$ cat src/rtl/bmem_arbiter.sv
// bmem_arbiter: shares one banked-memory port between I and D line clients.
// Reads go out as single-cycle commands, D writes as BEATS-long bursts.
module bmem_arbiter #(
    parameter int LINE_WIDTH = 256,
    parameter int BEAT_WIDTH = 64
) (
    input  logic                  clk,
    input  logic                  rst,

    input  logic [31:0]           i_addr,
    input  logic                  i_read,
    output logic [LINE_WIDTH-1:0] i_rdata,
    output logic                  i_resp,

    input  logic [31:0]           d_addr,
    input  logic                  d_read,
    input  logic                  d_write,
    input  logic [LINE_WIDTH-1:0] d_wdata,
    output logic [LINE_WIDTH-1:0] d_rdata,
    output logic                  d_resp,

    output logic [31:0]           bmem_addr,
    output logic                  bmem_read,
    output logic                  bmem_write,
    output logic [BEAT_WIDTH-1:0] bmem_wdata,
    input  logic                  bmem_ready,
    input  logic [31:0]           bmem_raddr,
    input  logic [BEAT_WIDTH-1:0] bmem_rdata,
    input  logic                  bmem_rvalid
);

    localparam int BEATS = LINE_WIDTH / BEAT_WIDTH;
    localparam int CW    = (BEATS > 1) ? $clog2(BEATS) : 1;
    localparam int LBYTES = LINE_WIDTH / 8;

    localparam logic [31:0]   LINE_MASK = ~(32'(LBYTES) - 32'd1);
    localparam logic [CW-1:0] LAST      = CW'(BEATS - 1);

    localparam logic [1:0] IDLE  = 2'd0;
    localparam logic [1:0] PEND  = 2'd1;
    localparam logic [1:0] RWAIT = 2'd2;
    localparam logic [1:0] DONE  = 2'd3;

    logic [1:0]            i_state;
    logic [31:0]           i_line;
    logic [CW-1:0]         i_cnt;

    logic [1:0]            d_state;
    logic [31:0]           d_line;
    logic                  d_wr;
    logic [LINE_WIDTH-1:0] d_buf;
    logic [CW-1:0]         d_cnt;

    logic                  burst;
    logic [CW-1:0]         burst_idx;
    logic                  prio_d;

    logic                  can_start;
    logic                  grant_i;
    logic                  grant_d;
    logic                  burst_end;
    logic                  i_hit;
    logic                  d_hit;
    logic [31:0]           r_line;

    // Arbitration and response matching, all from registered state
    always_comb begin
        can_start = bmem_ready && !burst;
        grant_d   = can_start && (d_state == PEND)
                    && ((i_state != PEND) || prio_d);
        grant_i   = can_start && (i_state == PEND)
                    && ((d_state != PEND) || !prio_d);
        burst_end = burst && (burst_idx == LAST);
        r_line    = bmem_raddr & LINE_MASK;
        i_hit     = bmem_rvalid && (i_state == RWAIT) && (r_line == i_line);
        d_hit     = bmem_rvalid && (d_state == RWAIT) && (r_line == d_line);
    end

    // Command bus: running burst first, then the current grant
    always_comb begin
        bmem_read  = 1'b0;
        bmem_write = 1'b0;
        bmem_addr  = '0;
        bmem_wdata = '0;
        if (burst) begin
            bmem_write = 1'b1;
            bmem_addr  = d_line;
            bmem_wdata = d_buf[burst_idx*BEAT_WIDTH +: BEAT_WIDTH];
        end else if (grant_d) begin
            bmem_addr = d_line;
            if (d_wr) begin
                bmem_write = 1'b1;
                bmem_wdata = d_buf[0 +: BEAT_WIDTH];
            end else begin
                bmem_read = 1'b1;
            end
        end else if (grant_i) begin
            bmem_read = 1'b1;
            bmem_addr = i_line;
        end
    end

    // Write burst sequencer; beat 0 goes out with the grant itself
    always_ff @(posedge clk) begin
        if (rst) begin
            burst     <= 1'b0;
            burst_idx <= '0;
        end else if (burst) begin
            burst_idx <= burst_idx + 1'b1;
            if (burst_idx == LAST) begin
                burst <= 1'b0;
            end
        end else if (grant_d && d_wr) begin
            burst     <= 1'b1;
            burst_idx <= CW'(1);
        end
    end

    // Round-robin: the loser of a grant gets priority next time
    always_ff @(posedge clk) begin
        if (rst) begin
            prio_d <= 1'b1;
        end else if (grant_d) begin
            prio_d <= 1'b0;
        end else if (grant_i) begin
            prio_d <= 1'b1;
        end
    end

    // I client: latch request, wait for grant, collect beats, pulse resp
    always_ff @(posedge clk) begin
        if (rst) begin
            i_state <= IDLE;
            i_line  <= '0;
            i_cnt   <= '0;
            i_rdata <= '0;
            i_resp  <= 1'b0;
        end else begin
            i_resp <= 1'b0;
            case (i_state)
                IDLE: begin
                    if (i_read) begin
                        i_line  <= i_addr & LINE_MASK;
                        i_state <= PEND;
                    end
                end
                PEND: begin
                    if (grant_i) begin
                        i_state <= RWAIT;
                    end
                end
                RWAIT: begin
                    if (i_hit) begin
                        i_rdata[i_cnt*BEAT_WIDTH +: BEAT_WIDTH] <= bmem_rdata;
                        i_cnt <= i_cnt + 1'b1;
                        if (i_cnt == LAST) begin
                            i_state <= DONE;
                            i_resp  <= 1'b1;
                        end
                    end
                end
                DONE: begin
                    i_state <= IDLE;
                end
                default: begin
                    i_state <= IDLE;
                end
            endcase
        end
    end

    // D client: as I, plus writes that finish when the burst ends
    always_ff @(posedge clk) begin
        if (rst) begin
            d_state <= IDLE;
            d_line  <= '0;
            d_wr    <= 1'b0;
            d_buf   <= '0;
            d_cnt   <= '0;
            d_rdata <= '0;
            d_resp  <= 1'b0;
        end else begin
            d_resp <= 1'b0;
            case (d_state)
                IDLE: begin
                    if (d_read || d_write) begin
                        d_line  <= d_addr & LINE_MASK;
                        d_wr    <= d_write;
                        d_buf   <= d_wdata;
                        d_state <= PEND;
                    end
                end
                PEND: begin
                    if (burst_end) begin
                        d_state <= DONE;
                        d_resp  <= 1'b1;
                    end else if (grant_d && !d_wr) begin
                        d_state <= RWAIT;
                    end
                end
                RWAIT: begin
                    if (d_hit) begin
                        d_rdata[d_cnt*BEAT_WIDTH +: BEAT_WIDTH] <= bmem_rdata;
                        d_cnt <= d_cnt + 1'b1;
                        if (d_cnt == LAST) begin
                            d_state <= DONE;
                            d_resp  <= 1'b1;
                        end
                    end
                end
                DONE: begin
                    d_state <= IDLE;
                end
                default: begin
                    d_state <= IDLE;
                end
            endcase
        end
    end

endmodule

$ cat config.mk
export PLATFORM = sky130hd
export DESIGN_NAME = bmem_arbiter
export DESIGN_NICKNAME = d
export VERILOG_FILES = /design/src/rtl/bmem_arbiter.sv
export SDC_FILE = /design/constraint.sdc
export NUM_CORES = 2
export LEC_CHECK = 0
export BUFFER_PORTS_ARGS = -buffer_cell sky130_fd_sc_hd__clkbuf_2
export CAP_MARGIN = 40
export CORE_AREA = 2 2 402 404
export CTS_BUF_LIST = sky130_fd_sc_hd__clkbuf_2
export CTS_CLUSTER_SIZE = 8
export DETAILED_ROUTE_END_ITERATION = 12
export DIE_AREA = 0 0 404 406
export SYNTH_ARGS = -nofsm -noshare
export SYNTH_HDL_FRONTEND = slang
export SYNTH_SLANG_ARGS = --single-unit
$ cat constraint.sdc
create_clock -name clk -period 3.3 [get_ports clk]
set_input_delay 0.99 -clock clk [delete_from_list [all_inputs] [get_ports clk]]
set_output_delay 0.99 -clock clk [all_outputs]
set_load 0.01 [all_outputs]
### Yosys cells after proc, flatten, opt, wreduce, memory -nomap -nowiden

Index checks and enable logic that the tools add are counted.
W data, S select, Z words.

* output and inout port bits: 612
* logic and storage cells: 115
* bits of input ports: 423
* flip-flop bits (word level): 837

* shift operators: 5
* bitwise gates (word level): 2
* equality and inequality tests: 21
* add/sub/neg operators: 5
* reductions and logical operators: 29
* multiplexer cells: 38

Operators with widths (count)
* $bwmux W256: 2
* $shift A64 B34 Y256 const A: 2
* $shiftx A64 B34 Y256: 2
* $shiftx A256 B9 Y64: 1
* $mux W64: 3
* $mux W32: 3
* $neg A8 Y34: 2
* $eq A27 B27 Y1: 2
* $mux W2: 11
* $mux W1: 16
* $pmux W2 S4: 2
* $eq A2 B2 Y1 const B: 7
* $logic_and A1 B1 Y1: 12
* $ne A2 B2 Y1 const B: 5
* $ne A2 B1 Y1 const B: 4
* $reduce_and A2 Y1: 4
* $reduce_and A4 Y1: 2
* $add A2 B1 Y2 const B: 3
* $eq A2 B1 Y1 const B: 2
* $logic_not A2 Y1: 2
* $reduce_bool A2 Y1: 2
* $logic_not A1 Y1: 3
* $logic_or A1 B1 Y1: 3
* $ne A3 B2 Y1 const B: 1
* 3 further kinds: 4

### Logic depth before layout (Yosys ltp)

* depth in word-level cells: 8
* depth in mapped cells: 10
* gate-level depth less buffers: 7

### Worst setup path after synthesis

OpenSTA, ideal clock, no wires.

* path kind: input-to-output
* from: input bmem_ready
* to: output bmem_wdata[23]
* path buffers: 2
* arrival time: 2201 ps
* cell stages on the path: 6
* slack: 109 ps
* cells stage by stage: nand3b_1 -> nor2_1 -> and2_1 -> clkbuf_1 -> buf_1 -> a22o_1

* word-level cells in the longest chain between the ends: 5

RTL lines
* from (decl): RTL line 26 `input logic bmem_ready,`
* $logic_and A1 B1 Y1: RTL line 68 `can_start = bmem_ready && !burst;`
* $logic_and A1 B1 Y1: RTL line 69 `grant_d = can_start && (d_state == PEND)`
* $logic_and A1 B1 Y1: RTL line 70 `&& ((i_state != PEND) || prio_d);`
* $mux W64: RTL line 89 `end else if (grant_d) begin`
* $mux W64: RTL line 85 `if (burst) begin`
* to (decl): RTL line 25 `output logic [BEAT_WIDTH-1:0] bmem_wdata,`

Every way passes these cells.

### Worst setup path in the final report

* from: register d_state[1]
* to: output bmem_wdata[43]

* word-level cells in the longest chain between the ends: 5

RTL lines
* from (decl): RTL line 48 `logic [1:0] d_state;`
* from (signal assigned): RTL line 175 `d_state <= IDLE;`
* from (signal assigned): RTL line 190 `d_state <= PEND;`
* from (signal assigned): RTL line 195 `d_state <= DONE;`
* $eq A2 B1 Y1: RTL line 69
* $logic_and A1 B1 Y1: RTL line 69
* $logic_and A1 B1 Y1: RTL line 70
* $mux W64: RTL line 89
* $mux W64: RTL line 85

Every way passes these cells.

==> results_dict.tcl <==
set metrics [dict create \
    dieWidth_um 404 \
    drv.max_cap_violation_count 0 \
    synthesis.yosys.warnings 0 \
    grt_setup_unrepaired "yes" \
    final_common_cell "nand2_1" \
    detail-route-antenna-nets 0 \
    insertion_delay_ns 1.87 \
    globalplace.congestion 0.868 \
    fin_worst_skew_ns 0.263 \
    cts-buffers-inserted 224 \
    grt_use_total_pct 23.2 \
    ff2ff_setup_slack_ns -0.12 \
    synth.yosys.seq_area_share_pct 47.2 \
    hold_path.startpoint "bmem_rdata[31]" \
    rows 147 \
    boundaryPins 1035 \
    htree_levels 4 \
    fin_crit_sh_pct 142 \
    setup_viol_count_final 111 \
    post_synth_num_cell_types 45 \
    finalCriticalPeriod_ns 4.68 \
    synth-seq-cells 837 \
    worst_setup_path_start_kind "flip-flop" \
    core_area_um2 160000 \
    worstHoldPathCells 6 \
    placed_cells 7063 \
    globalRoute.totalOverflow 0 \
    crit_chain "inv_4, ha_4, nand3b_1, nor2_4, and2_4, buf_12, buf_6, a22o_1, clkbuf_8" \
    tritoncts "yes" \
    post_synth_arst_share_pct 0 \
    viasPerCell 4.96 \
    critical_path_class "reg -> out" \
    timing.critical_path.buf_inv 4 \
    flow.area_growth_from_synthesis_pct 86.7 \
    port_buffers 1014 \
    crit_path_end_kind "output port" \
    hold_path.class "in -> reg" \
    clock_sink_count 837 \
    outcome "finished with violations" \
    dr_total_vias 44639 \
    initial_utilization_pct 22.3 \
    final_layout_size_suffix_gt1_share_pct 35.3 \
    via_count_of_the_first_global_routing_pass 45180 \
    synth_flop_cell "dfxtp_1" \
    r2r_end "d_buf[186]" \
    most-common-layout-cells "1,654 x nand2_1, 1,320 x dlygate4sd3_1, 773 x clkbuf_2" \
    finalNetCount 7158 \
    crit_arrival_ns 3.69 \
    crit_required_ns 2.31 \
    leakage_nw 31.0 \
    route.final.wire_length_um 210000 \
    actual_transition_at_the_worst_max_transition_pin_ns 1.20 \
    max_clock_freq_ghz 0.214 \
    fillerInstances 14139 \
    clock_path_buffers 3 \
    post_dp_cell_area_um2 44000 \
    place_ws_ns -0.0118 \
    critical_path_fanout_max 6 \
    reg2regPathDepth 9 \
    cp_slowest_cell "dfxtp_4" \
    synth_edf_count 0 \
    grt_max_degree 112 \
    fin_cells 8998 \
    max_stage_delay_ns 0.37 \
    initial_antenna_violation_count 41 \
    netlist_instances 4123 \
    dp.final_hpwl_um 107000 \
    post-route-drc-count 0 \
    timing.final.max_slew_violations 0 \
    grt_first_pass_wirelength_um 285000 \
    dieArea_um2 164000 \
    relSlewSlack_pct 19.9 \
    clkSlewWorstSetupHoldPaths_ns 0.11 \
    routedWlPerCell_um 23.3 \
    hold-path-endpoint "d_rdata[95]" \
    final_critical_path_setup_slack_ns -1.38 \
    syn-cell-area_um2 35500 \
    power_per_cell_area_nw_per_um2 439 \
    violated_checks "setup timing" \
    critical-path-top-delay-family "simple AND/OR/NAND/NOR gates" \
    worstReg2RegStart "d_state[1]" \
    drt_pre_antenna_iters 9 \
    die-height_um 406 \
    max-vdd-ir-drop_mv 0.360 \
    ctsRootBufferMaster "clkbuf_2" \
    timing.final.hold_violations 0 \
    first_iter_violations 4693 \
    final_area_um2 66300 \
    syn_area_per_cell_um2 8.62 \
]
## registers in the layout, summed over array words and instances, names as in the netlist
signal,count
d_line,27
d_wr,1
d_cnt,2
i_state,2
d_rdata,256
d_state,2
prio_d,1
i_cnt,2
i_resp,1
d_buf,256
i_rdata,256
burst,1
i_line,27
d_resp,1
burst_idx,2
## cell families (layout without fill, tap and decap cells)
logic type               Yosys count  count (layout)  synth area share (%)
AND/OR/NAND/NOR                 1811            1811                  20.3
flip-flops                       837             837                  47.2
multiplexers                     577             577                  18.5
AO/OA/AOI/OAI                    429             431                  7.12
buffers and inverters            394            3143                  4.90
XOR/XNOR                          54              54                  1.33
adder cells (fa/ha/maj)           20              20                 0.704
other                              1              39                0.0106
## worst max path at each step
stage                              start              to  slack, ns  cells past startpoint
after floorplan               bmem_ready  bmem_wdata[23]       0.11                      6
after global placement        bmem_ready   bmem_wdata[2]      -0.03                      8
after detailed placement  bmem_raddr[23]    d_rdata[185]      -0.01                      8
after CTS                     d_state[1]  bmem_wdata[26]      -1.52                      9
after global routing          d_state[1]   bmem_addr[30]      -1.69                      9
final                         d_state[1]  bmem_wdata[43]      -1.38                      9
## stage by stage
step                      setup TNS [ns]  total power (W)  hold WS (ns)  util, %
final                            -121.08           0.0291         0.318     41.5
after global placement           -0.0275           0.0164         0.439     27.5
after detailed placement         -0.0485           0.0165         0.443     27.5
after global routing             -241.33           0.0301        0.0599     41.5
after CTS                        -281.77           0.0273      0.000475     39.6
after floorplan                        0           0.0146         0.433        -
## synthesized netlist by cell type (2+ instances only)
master     count  area (µm²)
xor2_1        42         368
o2111ai_1      2        17.5
and3_1         3        18.8
inv_1         10        37.5
nand2_1     1655        6210
a22o_1        91         797
mux4_2        64        1440
buf_4          5        37.5
nor4_1        20         125
o21ai_0        6        30.0
nand4_1       10        62.6
o21ai_1        2        10.0
nand3_1       16        80.1
mux2i_1      513        5130
dfxtp_1      837       16800
nor3_1         4        20.0
nor2b_1       66         413
buf_2         26         130
nor2_1         9        33.8
nand3b_1       3        22.5
ha_1          20         250
o311a_1        3        30.0
clkbuf_1     246         923
nand3_2        4        40.0
nor3b_1        8        60.1
and2_1         4        25.0
buf_1         78         293
or4_1          2        15.0
a21oi_1      319        1600
nand2b_1       2        12.5
xnor2_1       12         105
buf_6         28         315
## cell type report
type	count	area, µm²	share of cell area (%)
Timing Repair Buffer	2743	26600	40.1
Multi-Input combinational cell	2898	17500	26.4
Sequential cell	837	17400	26.3
Tap cell	2086	2610	3.94
Clock buffer	327	1640	2.47
Clock inverter	62	455	0.687
Antenna cell	34	85.1	0.128
Inverter	11	51.3	0.0774
## worst register-to-register path: stages (launching register included)
cell and delay [ns]:
dfxtp_4 0.37, inv_4 0.06, buf_4 0.09, buf_4 0.11
ha_4 0.24, o21a_2 0.71, nand2_1 0.25, dlygate4sd3_1 0.66
a21oi_1 0.20, dlygate4sd3_1 0.59
## per-layer routing
layer / part of all wire [%] / wire [µm] / track usage (%)
met4: 8.4 / 17700 / 17.6
met1: 36 / 74700 / 25.3
met5: 0.065 / 137 / 0.892
met2: 45 / 94500 / 36.6
met3: 11 / 23000 / 8.63
## where the power goes
part / internal [W] / switching [W]
registers: 0.0110 / 0.000906
logic: 0.00443 / 0.00459
clock network: 0.00311 / 0.00510
total: 0.0185 / 0.0106
## timing repair
item,4_1_cts,5_1_grt
setup buffers,90,111
cloned,4,3
gates resized for setup,904,883
pin swaps,33,41
endpoints found under the setup margin,607,943
hold buffers,1320,1
hold endpoints to repair,837,1
Note: power is estimated with default switching activity, not from simulation.
